<file path="src/rtl/wf_slot_tracker_pkg.sv">
// Shared definitions for the wavefront slot tracker.
//   NUM_WF  - number of wavefront slots tracked
//   WFID_W  - width of a wavefront ID
//   state_e - drain FSM state encoding
package wf_slot_tracker_pkg;

  localparam int unsigned NUM_WF = 40;
  localparam int unsigned WFID_W = 6;

  typedef enum logic [1:0] {
    StIdle  = 2'd0,
    StDrain = 2'd1,
    StDone  = 2'd2
  } state_e;

endpackage

</file>
<file path="src/rtl/decoder_6to40.sv">
// ID to one-hot decoder.
//   en_i     - enable; output is all-zero when low
//   id_i     - slot ID
//   onehot_o - bit id_i set; all-zero when id_i >= NumWf
module decoder_6to40
  import wf_slot_tracker_pkg::*;
#(
  parameter int unsigned NumWf = NUM_WF,
  parameter int unsigned IdW   = WFID_W
) (
  input  logic             en_i,
  input  logic [IdW-1:0]   id_i,
  output logic [NumWf-1:0] onehot_o
);

  always_comb begin
    onehot_o = '0;
    for (int unsigned i = 0; i < NumWf; i++) begin
      onehot_o[i] = en_i && (id_i == IdW'(i));
    end
  end

endmodule

</file>
<file path="src/rtl/wf_slot_tracker.sv">
// Wavefront slot tracker: busy bitmap with alloc/release, sticky error flags
// and a drain FSM (IDLE -> DRAIN -> DONE).
//   clk, rst (sync, active-high)
//   alloc_valid/alloc_wfid     -> alloc_ack (combinational)
//   release_valid/release_wfid
//   drain_req (level)          -> drain_done (registered)
//   err_clear (pulse)          -> err_flags (sticky)
//   busy_bitmap, free_count, full, empty (registered)
module wf_slot_tracker
  import wf_slot_tracker_pkg::*;
#(
  parameter int unsigned NUM_WF = wf_slot_tracker_pkg::NUM_WF,
  parameter int unsigned WFID_W = wf_slot_tracker_pkg::WFID_W
) (
  input  logic              clk,
  input  logic              rst,
  input  logic              alloc_valid,
  input  logic [WFID_W-1:0] alloc_wfid,
  output logic              alloc_ack,
  input  logic              release_valid,
  input  logic [WFID_W-1:0] release_wfid,
  input  logic              drain_req,
  output logic              drain_done,
  input  logic              err_clear,
  output logic [NUM_WF-1:0] busy_bitmap,
  output logic [WFID_W-1:0] free_count,
  output logic              full,
  output logic              empty,
  output logic [3:0]        err_flags
);

  state_e            state_q, state_d;
  logic [NUM_WF-1:0] busy_q, busy_d;
  logic [WFID_W-1:0] free_q, free_d;
  logic              full_q, full_d, empty_q, empty_d;
  logic [3:0]        err_q, err_d, err_set;

  logic [NUM_WF-1:0] alloc_oh, rel_oh;
  logic              alloc_in_range, alloc_busy, alloc_ok;
  logic              rel_in_range, rel_busy, rel_ok;

  decoder_6to40 #(.NumWf(NUM_WF), .IdW(WFID_W)) u_dec_alloc (
    .en_i     (alloc_valid),
    .id_i     (alloc_wfid),
    .onehot_o (alloc_oh)
  );

  decoder_6to40 #(.NumWf(NUM_WF), .IdW(WFID_W)) u_dec_release (
    .en_i     (release_valid),
    .id_i     (release_wfid),
    .onehot_o (rel_oh)
  );

  // Decoder output is zero for out-of-range IDs, so it doubles as a range check.
  always_comb begin
    alloc_in_range = |alloc_oh;
    alloc_busy     = |(alloc_oh & busy_q);
    rel_in_range   = |rel_oh;
    rel_busy       = |(rel_oh & busy_q);

    alloc_ok = !rst && alloc_in_range && !alloc_busy && (state_q == StIdle);
    rel_ok   = rel_in_range && rel_busy;

    // Alloc and release are both judged against busy_q, so a same-ID pair
    // resolves to "release wins, alloc errors".
    busy_d = busy_q;
    if (alloc_ok) busy_d = busy_d | alloc_oh;
    if (rel_ok)   busy_d = busy_d & ~rel_oh;

    free_d = free_q - WFID_W'(alloc_ok) + WFID_W'(rel_ok);
    full_d  = (free_d == '0);
    empty_d = (free_d == WFID_W'(NUM_WF));

    // A not-IDLE rejection of a free in-range slot raises nothing.
    err_set[0] = alloc_valid && alloc_in_range && alloc_busy;
    err_set[1] = alloc_valid && !alloc_in_range;
    err_set[2] = release_valid && rel_in_range && !rel_busy;
    err_set[3] = release_valid && !rel_in_range;
    err_d = (err_clear ? 4'b0000 : err_q) | err_set;
  end

  always_comb begin
    state_d = state_q;
    unique case (state_q)
      StIdle:  if (drain_req) state_d = StDrain;
      StDrain: begin
        if (!drain_req)           state_d = StIdle;
        else if (busy_d == '0)    state_d = StDone;
      end
      StDone:  if (!drain_req) state_d = StIdle;
      default: state_d = StIdle;
    endcase
  end

  always_ff @(posedge clk) begin
    if (rst) begin
      state_q <= StIdle;
      busy_q  <= '0;
      free_q  <= WFID_W'(NUM_WF);
      full_q  <= 1'b0;
      empty_q <= 1'b1;
      err_q   <= '0;
    end else begin
      state_q <= state_d;
      busy_q  <= busy_d;
      free_q  <= free_d;
      full_q  <= full_d;
      empty_q <= empty_d;
      err_q   <= err_d;
    end
  end

  assign alloc_ack   = alloc_ok;
  assign drain_done  = (state_q == StDone);
  assign busy_bitmap = busy_q;
  assign free_count  = free_q;
  assign full        = full_q;
  assign empty       = empty_q;
  assign err_flags   = err_q;

endmodule

</file>
<file path="config.mk">
export PLATFORM = sky130hd
export DESIGN_NAME = wf_slot_tracker
export DESIGN_NICKNAME = d
export VERILOG_FILES = /design/src/rtl/wf_slot_tracker_pkg.sv /design/src/rtl/decoder_6to40.sv /design/src/rtl/wf_slot_tracker.sv
export SDC_FILE = /design/constraint.sdc
export NUM_CORES = 1
export LEC_CHECK = 0
export BUFFER_PORTS_ARGS = -buffer_cell sky130_fd_sc_hd__buf_2
export CORE_MARGIN = 2
export CORE_UTILIZATION = 60
export CTS_CLUSTER_SIZE = 30
export DETAILED_ROUTE_END_ITERATION = 16
export HOLD_SLACK_MARGIN = 0.15
export MAX_ROUTING_LAYER = met4
export PLACE_DENSITY = 0.95
export SYNTH_ARGS = -nofsm -noshare
export SYNTH_HDL_FRONTEND = slang
export SYNTH_SLANG_ARGS = --single-unit
</file>
<file path="constraint.sdc">
create_clock -name clk -period 7.45 [get_ports clk]
set_input_delay 0.745 -clock clk [delete_from_list [all_inputs] [get_ports clk]]
set_output_delay 0.745 -clock clk [all_outputs]
set_load 0.05 [all_outputs]
</file>
==> summary.txt, run 1 <==
Clock tree
  – Clock sink total: 54
  – PostCTS Resize Cnt: 0
  – CTS buffer count: 5
  – Root Buffer Master: clkbuf_8
  – Clock buffer depth: 2
  – Worst-path clk slew: between 100 and 150 ps
  – Clk_lat worst skew: around 320 ps
  – CTS H-tree lvls: 2
  – Hold-fix buffers, CTS: 0
  – CTS tree: built
  – Post-CTS setup buffer count: 0

Critical path
  – FF-to-FF End: empty
  – Crit Path Class: in2reg
  – R2r setup slk: 3700 ps
  – R2R depth: 19
  – Crit path required time: 7700 ps
  – Crit end category: register
  – Startpoint types: input pin
  – CP Max Fanout: 21
  – Worst Path Arrival: 4590 ps
  – R2R Path Start: busy_bitmap[15]

Layout
  – Share of layout cells above drive strength 1: 17.6%
  – Area Overhead vs Synth: 11.9%
  – Nets: 541
  – Antenna cell count: 0
  – Post-Layout Inst Area: 4030 um^2
  – Fin cells: 592
  – Core Util, Final: 68.9%
  – Fillers: 498

Global route
  – Largest net degree at the start of global routing: 43
  – Gr usage total: 42.5%
  – Initial antenna violation count: 0
  – Vias in the first global route: 3677
  – First-pass GRT wire length: 20300 um
  – GR Overflow Total: 0

Floorplan
  – Initial Utilization: 61.6%
  – Row count: 28
  – Die width: between 80 and 90 um
  – Full die area: 6640 um^2
  – Chip height: 81.5 um
  – Top Ports: 72
  – Core ar.: 5850 um^2

STA
  – Worst hold margin: 467 ps
  – Max Slew Vio Count: 0
  – Clock Skew: about 7.3 ps
  – RSZ-0062 raised after global routing: no
  – TNS Setup: 0 ps
  – Post-route setup slack: 3110 ps
  – Fin crit period: 4340 ps
  – Worst-Margin Slew: 977 ps
  – Finish-stage setup viols: 0
  – Final Hold Viols: 0
  – Relative slew slack: 34.6%
  – Post-route clock period utilization: 58.3%
  – Max Fclk: between 200 and 250 MHz

Min path
  – WHS Endpoint: err_flags[1]
  – Hold path cells: 2
  – Worst Hold Class: reg2reg
  – Worst hold start: err_flags[1]

Power
  – Int Pwr: 477 uW
  – P_leak: 1.61 nW
  – Clock network power share: 28.0%
  – Switching power: between 200 and 300 uW
  – Flop pwr share: a little over two fifths
  – Power per cell area: between 150 and 200 nW/um^2
  – Combinational power share: 30.3%
  – Power consumption: 758 uW
  – Switch share: between 30% and 40%
  – VDD IR max: 0.256 mV

Logic synthesis
  – Mapped Avg Cell Area: 7.66 um^2
  – Synth warn: 0
  – Ys flop type: dfxtp_1
  – Yosys cell types: 65
  – Yosys top cell by area: dfxtp_1
  – Post-Syn Area: 3600 um^2
  – Syn Inst Count: 470
  – Most frequent cells after synthesis: 54 x dfxtp_1, 49 x nor2_1, 44 x nand2_1, 35 x o21ai_0
  – Most frequent cell after synthesis: dfxtp_1
  – Sequential share of the synthesized area: 30.0%
  – Yosys top cell area share: 30.0%
  – Flops & latches, synth: 54
  – Syn Nets: 495
  – Post-synth EDFFs: 0
  – Top post-synthesis cells by area: dfxtp_1 30%, nor2_1 5.1%, o31a_1 5.1%, o21ai_0 4.9%, nand2_1 4.6%
  – Async SR Flop Fraction: 0%

Run status
  – Outcome: completed

Route
  – Met3 Wirelength: 1610 um
  – Drt total wl: 13500 um
  – Max layer used: met4
  – Vias per cell: 6.84
  – Vias after detailed routing: 4051
  – DR pass1 iterations: 8
  – Routed wl met2: 5900 um
  – Met1 WL: 5360 um
  – # DRC: 0
  – Drt initial violations: 625
  – Routed Antenna Nets: 0
  – WL/cell: between 20 and 25 um

Placed design
  – Dpl ws: 2900 ps
  – Hpwl dp: 10000 um
  – Placed cells: 584
  – Area after DPL: 3910 um^2
  – Buffers on Ports: 71
  – Routability Congestion: 1.16

Flow run
  – Max-Cap Viols: 0
## how the worst max path moves through the flow
stage,end,cells past startpoint,from,slack (ps)
6_report,empty,19,alloc_wfid[3],3110
3_3_place_gp,empty,20,alloc_wfid[1],3000
4_1_cts,empty,19,alloc_wfid[3],3200
5_1_grt,empty,20,alloc_wfid[1],2840
2_1_floorplan,empty,19,alloc_wfid[2],2390
3_5_place_dp,empty,19,alloc_wfid[3],2900
## registers in the layout, summed over array words and instances (netlist names)
register,flops
state_q,2
free_count,6
full,1
empty,1
busy_bitmap,40
err_flags,4
## cell families after synthesis
| group | Yosys count | synth area share (%) |
|---|---|---|
| compound gates | 142 | 27.3 |
| xor+xnor | 5 | 1.22 |
| fa+ha+maj | 7 | 2.64 |
| buf+inv | 53 | 6.04 |
| flops | 54 | 30.0 |
| mux | 10 | 3.16 |
| simple gates | 199 | 29.6 |
## per-layer routing
metal | vias to the layer above | GRT usage [%]
li1 | 1836 | -
met1 | 1863 | 54.1
met2 | 287 | 61.7
met3 | 65 | 11.6
met4 | 0 | 21.7
met5 | - | -
## cell usage in the layout (no fill, tap or decap), types with 4 or more instances in the layout
cell,count
ha_1,6
o21bai_1,4
nand2b_1,5
nor4_1,7
o41a_1,4
a22oi_1,4
buf_2,71
nand3b_1,6
nand2_1,44
nor2b_1,10
or3_1,6
nand4_1,13
inv_1,21
o31a_1,21
nor3_1,11
o21ai_0,35
nand4bb_1,4
dfxtp_1,54
o21ai_1,4
o31ai_1,18
mux2i_1,8
nor2_1,49
clkbuf_8,5
nand3_1,11
and2_1,8
and3_1,4
o22ai_1,5
a21oi_1,19
## cell type report
type                       instances  area [um^2]  share of cell area, %
timing repair buffer              71          355                   8.82
sequential                        54         1080                   26.8
clock buffer                       5         68.8                   1.71
tap                               75         93.8                   2.33
multi-input combinational        363         2300                   57.2
inverter                          21         78.8                   1.96
clock inverter                     3         48.8                   1.21
## worst max-delay path: stages
cell,delay [ps]
buf_2,230
nor2_1,800
a32oi_1,260
o211ai_1,260
a21o_1,210
a21o_1,120
nor3_1,80
ha_1,270
inv_1,70
ha_1,170
inv_1,70
fa_1,430
inv_1,80
a21oi_1,50
o21bai_1,160
xnor2_1,170
and4b_1,240
nand2_1,50
o21ai_0,130
## power groups by stage
stage                     logic (mW)  registers (mW)  clock network, mW
after global routing           0.245           0.318              0.219
after floorplan                0.122           0.369                  0
after CTS                      0.224           0.316              0.211
final                          0.229           0.317              0.212
after global placement         0.216           0.322                  0
after detailed placement       0.223           0.323                  0
No activity file was read; power rests on OpenSTA's default activity.
==> inputs of run 2 (changes only) <==
- CORE_UTILIZATION: 60 -> 50
- PLACE_DENSITY: 0.95 -> 0.88
- clock period: 7.45 -> 3.95 ns (I/O delays scaled with it)
==> run 2 against run 1 <==
  * Non-clock buffer count rose by 46
  * Wire length rose by 11%
  * Power rose by 100%
  * Sequential power rose by 90%
  * Final area rose by 11%
  * Critical endpoint unchanged
  * Via count rose by 7.3%
  * Sequential cell count did not move
==> summary.txt, run 2 (same netlist as run 1, synthesis figures left out) <==
Run status
  – Outcome: completed

Floorplan
  – Full die area: 7900 um^2
  – Chip height: 88.9 um
  – Row count: 30
  – Top Ports: 72
  – Initial Utilization: 52.4%
  – Core ar.: 6870 um^2
  – Die width: 88.9 um

STA
  – Final Hold Viols: 0
  – Max Fclk: 271 MHz
  – Post-route clock period utilization: 93.4%
  – Clock Skew: 14.5 ps
  – Relative slew slack: a little over half
  – Fin crit period: 3690 ps
  – Finish-stage setup viols: 0
  – Worst-Margin Slew: 710 ps
  – Max Slew Vio Count: 0

Global route
  – GR Overflow Total: 0
  – Vias in the first global route: 3908
  – Gr usage total: 39.9%
  – First-pass GRT wire length: 22600 um
  – Largest net degree at the start of global routing: 42
  – Initial antenna violation count: 0

Clock tree
  – Clk_lat worst skew: a little over 300 ps
  – CTS buffer count: 5
  – Root Buffer Master: clkbuf_8
  – CTS tree: built
  – CTS H-tree lvls: 2
  – Clock sink total: 54
  – Clock buffer depth: 2
  – Hold-fix buffers, CTS: 0
  – Worst-path clk slew: 100 ps

Power
  – Combinational power share: around 31%
  – VDD IR max: 0.154 mV
  – Switching power: between 500 and 600 uW
  – P_leak: around 1.8 nW
  – Clock network power share: between 30 and 40%
  – Power consumption: 1.54 mW
  – Switch share: 34.4%
  – Power per cell area: 345 nW/um^2
  – Int Pwr: 1.01 mW
  – Flop pwr share: 39.0%

Layout
  – Max reg flops: 40
  – Commonest non-fill, non-tap cells in the layout: 71 x buf_2, 54 x dfxtp_1, 49 x nor2_1, 45 x buf_4, 44 x nand2_1
  – Area Overhead vs Synth: 23.8%
  – Nets: about 590
  – Core Util, Final: approximately two thirds
  – Most common cell after layout, fill and taps aside: buf_2
  – Antenna cell count: 0
  – Share of layout cells above drive strength 1: 24.7%

Min path
  – Worst Hold Class: in2reg
  – Hold path cells: 2

Critical path
  – FF-to-FF End: empty
  – Crit Path Class: in2reg
  – Critical Path Start: release_wfid[5]
  – Crit path required time: 4180 ps
  – CP endpoint: empty
  – R2r setup slk: approximately 290 ps
  – Crit end category: register
  – R2R depth: 19
  – CP Max Fanout: 6
  – Startpoint types: input pin
  – R2R Path Start: busy_bitmap[7]
  – Worst Path Arrival: 3920 ps

Route
  – # DRC: 0
  – Drt total wl: 15000 um
  – Drt initial violations: between 400 and 500
  – Vias after detailed routing: 4345
  – Routed Antenna Nets: 0
  – DR pass1 iterations: 6
  – WL/cell: roughly 23 um
  – Vias per cell: approximately 6.6

Placed design
  – Buffers on Ports: slightly above 70
  – Routability Congestion: 1.04
  – Hpwl dp: between 10000 and 15000 um

Flow run
  – Max-Cap Viols: 0
==> run 2: what timing repair did <==
item	CTS	global route
buffers inserted	0	0
setup endpoints to repair	0	1
gates resized for setup	0	1
==> run 2: power by group through the flow <==
stage / Clock [mW] / Sequential [mW] / Combinational [mW]
2_1_floorplan: 0 / 0.697 / 0.231
3_3_place_gp: 0 / 0.610 / 0.450
3_5_place_dp: 0 / 0.611 / 0.461
4_1_cts: 0.462 / 0.599 / 0.463
5_1_grt: 0.482 / 0.602 / 0.508
6_report: 0.464 / 0.601 / 0.475
==> run 2: area by class of cell <==
cell class | instances | area [um^2]
Clock buffer | 6 | 82.6
Clock inverter | 2 | 60.1
Tap cell | 96 | 120
Multi-Input combinational cell | 363 | 2320
Inverter | 21 | 78.8
Timing Repair Buffer | 117 | 713
Fill cell | 620 | 2410
Sequential cell | 54 | 1080
==> run 2: routing by layer <==
layer  routed length [um]  part of all wire [%]  track usage [%]  up-vias
met1                 6030                    40             53.5     2078
met5                    0                     0                -        -
met4                  655                   4.4             15.0        0
met3                 1580                    10             5.97       51
met2                 6770                    45             60.5      294
li1                     -                     -                -     1922
==> run 2: stage by stage <==
step / worst slack (ps) / hold slack (ps) / setup TNS, ps / cell area [um^2] / cells
after floorplan: 22.5 / 496 / 0 / 3610 / 470
after global placement: 134 / 450 / 0 / 4310 / 651
after detailed placement: 35.8 / 452 / 0 / 4310 / 651
after CTS: 324 / 350 / 0 / 4450 / 659
after global routing: -10.6 / 344 / -10.6 / 4460 / 659
final: 260 / 350 / 0 / 4460 / 659
==> run 2: worst min-delay path by stage <==
stage	slack, ps	startpoint	endpoint
finish	350	drain_req	state_q[1]
CTS	350	drain_req	state_q[1]
floorplan	500	rst	err_flags[2]
detailed placement	450	err_flags[1]	err_flags[1]
global placement	450	err_flags[1]	err_flags[1]
global route	340	drain_req	state_q[1]
==> run 2: critical path, stage by stage <==
cell       delay [ps]
buf_2             130
buf_4             140
nand4bb_1         290
nor2_1            290
nand2_1            90
mux4_2            490
nand4_1           130
nor2_1             70
ha_1              290
inv_1              60
ha_1              150
inv_1              70
fa_1              440
inv_1              70
a21oi_1            60
o21bai_1          150
xnor2_1           170
and4b_1           240
nand2_1            60
o21ai_0           130
==> inputs of run 3 (changes only) <==
- CELL_PAD_IN_SITES_DETAIL_PLACEMENT: not set -> 2
- CELL_PAD_IN_SITES_GLOBAL_PLACEMENT: not set -> 2
- CORE_UTILIZATION: 50 -> 30
- PLACE_DENSITY: 0.88 -> 0.89
- SYNTH_HIERARCHICAL: not set -> 1
==> run 3 against run 2 <==
  * Critical path type unchanged
  * Combinational power up 33%
  * Largest power group is now combinational cells
  * Non-clock buffer count grew 40
  * Critical path depth shrank 1
  * Clock power up 4%
==> summary.txt, run 3 <==
Logic synthesis
  – Post-synth EDFFs: 0
  – Sequential share of the synthesized area: a little over a quarter
  – Yosys top cell by area: dfxtp_1
  – Async SR Flop Fraction: 0%
  – Top post-synthesis cells by area: dfxtp_1 27%, a41oi_1 7.1%, nor4_1 6.3%, nor3_1 6.3%, a22oi_1 6.3%
  – Ys flop type: dfxtp_1
  – Yosys top cell area share: 26.7%
  – Flops & latches, synth: 54
  – Syn Nets: around 520
  – Yosys cell types: 57
  – Most frequent cells after synthesis: 54 x dfxtp_1, 51 x nor3_1, 43 x nor2_1, 41 x nor4_1, 34 x a22oi_1
  – Syn Inst Count: 497
  – Post-Syn Area: 4050 um^2
  – Most frequent cell after synthesis: dfxtp_1
  – Synth warn: 6
  – Mapped Avg Cell Area: 8.15 um^2

STA
  – Max Slew Vio Count: 0
  – Max Fclk: 258 MHz
  – Finish-stage setup viols: 0
  – Clock Skew: 12.8 ps
  – Post-route clock period utilization: between 90 and 100%
  – Fin crit period: 3880 ps
  – Worst-Margin Slew: 634 ps
  – Post-route setup slack: 69.6 ps
  – Worst hold margin: approximately 380 ps
  – Relative slew slack: 57.4%
  – Final Hold Viols: 0

Clock tree
  – Clock buffer depth: 2
  – Worst-path clk slew: 80 ps
  – Clock sink total: 54
  – CTS H-tree lvls: 2
  – CTS buffer count: 5
  – CTS tree: built
  – Hold-fix buffers, CTS: 0
  – Clk_lat worst skew: 300 ps
  – Root Buffer Master: clkbuf_16

Critical path
  – Worst Path Arrival: 4110 ps
  – FF-to-FF End: empty
  – Crit path required time: 4180 ps
  – R2R Path Start: busy_bitmap[6]
  – R2r setup slk: 390 ps
  – Startpoint types: input pin
  – Crit Path Class: in2reg
  – CP Max Fanout: 7
  – R2R depth: 15
  – Crit end category: register

Global route
  – Initial antenna violation count: 0
  – Largest net degree at the start of global routing: 54
  – Gr usage total: between 30% and 40%
  – GR Overflow Total: 0
  – Vias in the first global route: 5662
  – First-pass GRT wire length: 35900 um

Layout
  – Commonest non-fill, non-tap cells in the layout: 85 x buf_4, 68 x buf_2, 54 x dfxtp_1, 38 x nor3_1
  – Area Overhead vs Synth: 37.6%
  – Most common cell after layout, fill and taps aside: buf_4
  – Max reg flops: 40
  – Antenna cell count: 0
  – Nets: 646
  – Share of layout cells above drive strength 1: 39.1%
  – Core Util, Final: around 42%

Power
  – Combinational power share: between 30% and 40%
  – Int Pwr: roughly 1.1 mW
  – Switching power: 664 uW
  – Clock network power share: 28.1%
  – Switch share: 38.7%
  – P_leak: about 2.1 nW
  – VDD IR max: 0.183 mV
  – Flop pwr share: 35.0%
  – Power per cell area: 308 nW/um^2

Placed design
  – Hpwl dp: 17700 um
  – Buffers on Ports: 71
  – Dpl ws: -442 ps
  – Routability Congestion: 1.01

Route
  – Vias per cell: just under 7
  – DR pass1 iterations: 8
  – Routed Antenna Nets: 0
  – # DRC: 0
  – Drt total wl: ~25000 um
  – WL/cell: 31.9 um
  – Drt initial violations: 655
  – Vias after detailed routing: roughly 5500

Min path
  – Worst hold start: drain_req
  – Hold path cells: 3
  – WHS Endpoint: state_q[1]
  – Worst Hold Class: in2reg

Flow run
  – Max-Cap Viols: 0

Floorplan
  – Die width: approximately 120 um
  – Full die area: 14400 um^2
  – Top Ports: 72
  – Initial Utilization: a little over 30%
  – Row count: 42
  – Chip height: ~120 um
  – Core ar.: 13200 um^2

Run status
  – Outcome: completed
-- run 3: changes by cell type in the layout (fill, tap and decap cells not counted), moves of 11 or more --
cell / change
a21boi_0: +12
nor2_1: -15
nor3_1: +28
nor4_2: +15
buf_4: +40
a21boi_1: +11
a41oi_1: +33
nor4_1: +20
o31a_1: -21
nor3_2: +11
nand2_1: -33
o21ai_0: -35
a22oi_1: +30
o31ai_1: -18
-- run 3: area by class of cell --
type                            count  area (um^2)
Multi-Input combinational cell    390         3040
Inverter                           13         48.8
Sequential cell                    54         1080
Timing Repair Buffer              157         1020
Fill cell                        1431         7620
Clock inverter                      2         16.3
Clock buffer                        6          139
Tap cell                          176          220
-- run 3: kinds of logic after synthesis --
family / synth area share (%)
simple gates: 35.1
flops: 26.7
fa+ha+maj: 2.35
xor+xnor: 1.08
compound gates: 27.7
buf+inv: 7.08
-- run 3: what timing repair did --
item	CTS	global route
setup endpoints to repair	3	4
pin swaps	0	12
setup buffers	0	12
resized for setup	18	52
-- run 3: worst max path at each step --
stage,start,end,slack (ps),depth (start not counted)
global placement,release_valid,empty,-220,18
detailed placement,alloc_wfid[4],empty,-440,19
finish,alloc_wfid[3],empty,70,19
floorplan,alloc_wfid[0],empty,20,20
global route,alloc_wfid[5],full,-50,18
CTS,alloc_wfid[0],empty,10,18
-- run 3: metal layers --
layer	part of all wire, %	track usage (%)	wire length (um)
met1	37	39.9	9480
met2	48	54.1	12100
met3	8.8	5.90	2250
met4	6.2	18.6	1580
met5	0	-	0
-- run 3: power by group through the flow --
stage	combinational (mW)	clock [mW]	sequential [mW]
floorplan	0.256	0	0.704
global placement	0.482	0	0.608
detailed placement	0.525	0	0.610
CTS	0.553	0.478	0.600
global route	0.665	0.501	0.602
finish	0.634	0.482	0.602
-- run 3: per-stage QoR --
step,instances,TNS (ps),instance area (um^2),total power [mW]
finish,798,0,5570,1.72
global route,798,-131,5570,1.77
CTS,786,0,5240,1.63
detailed placement,778,-1180,4980,1.14
global placement,778,-418,4980,1.09
floorplan,497,0,4070,0.959
-- run 3: critical path, stage by stage --
cell	delay (ps)
buf_4	160
buf_6	140
or4_4	550
nor2_4	170
a22o_1	240
a221oi_2	50
and4_4	260
nand3_4	110
nor2_4	50
ha_1	270
inv_1	50
ha_2	190
fa_2	340
a21o_1	210
a21oi_2	210
xnor2_2	120
nor4b_4	320
nand2_1	80
o21bai_1	180
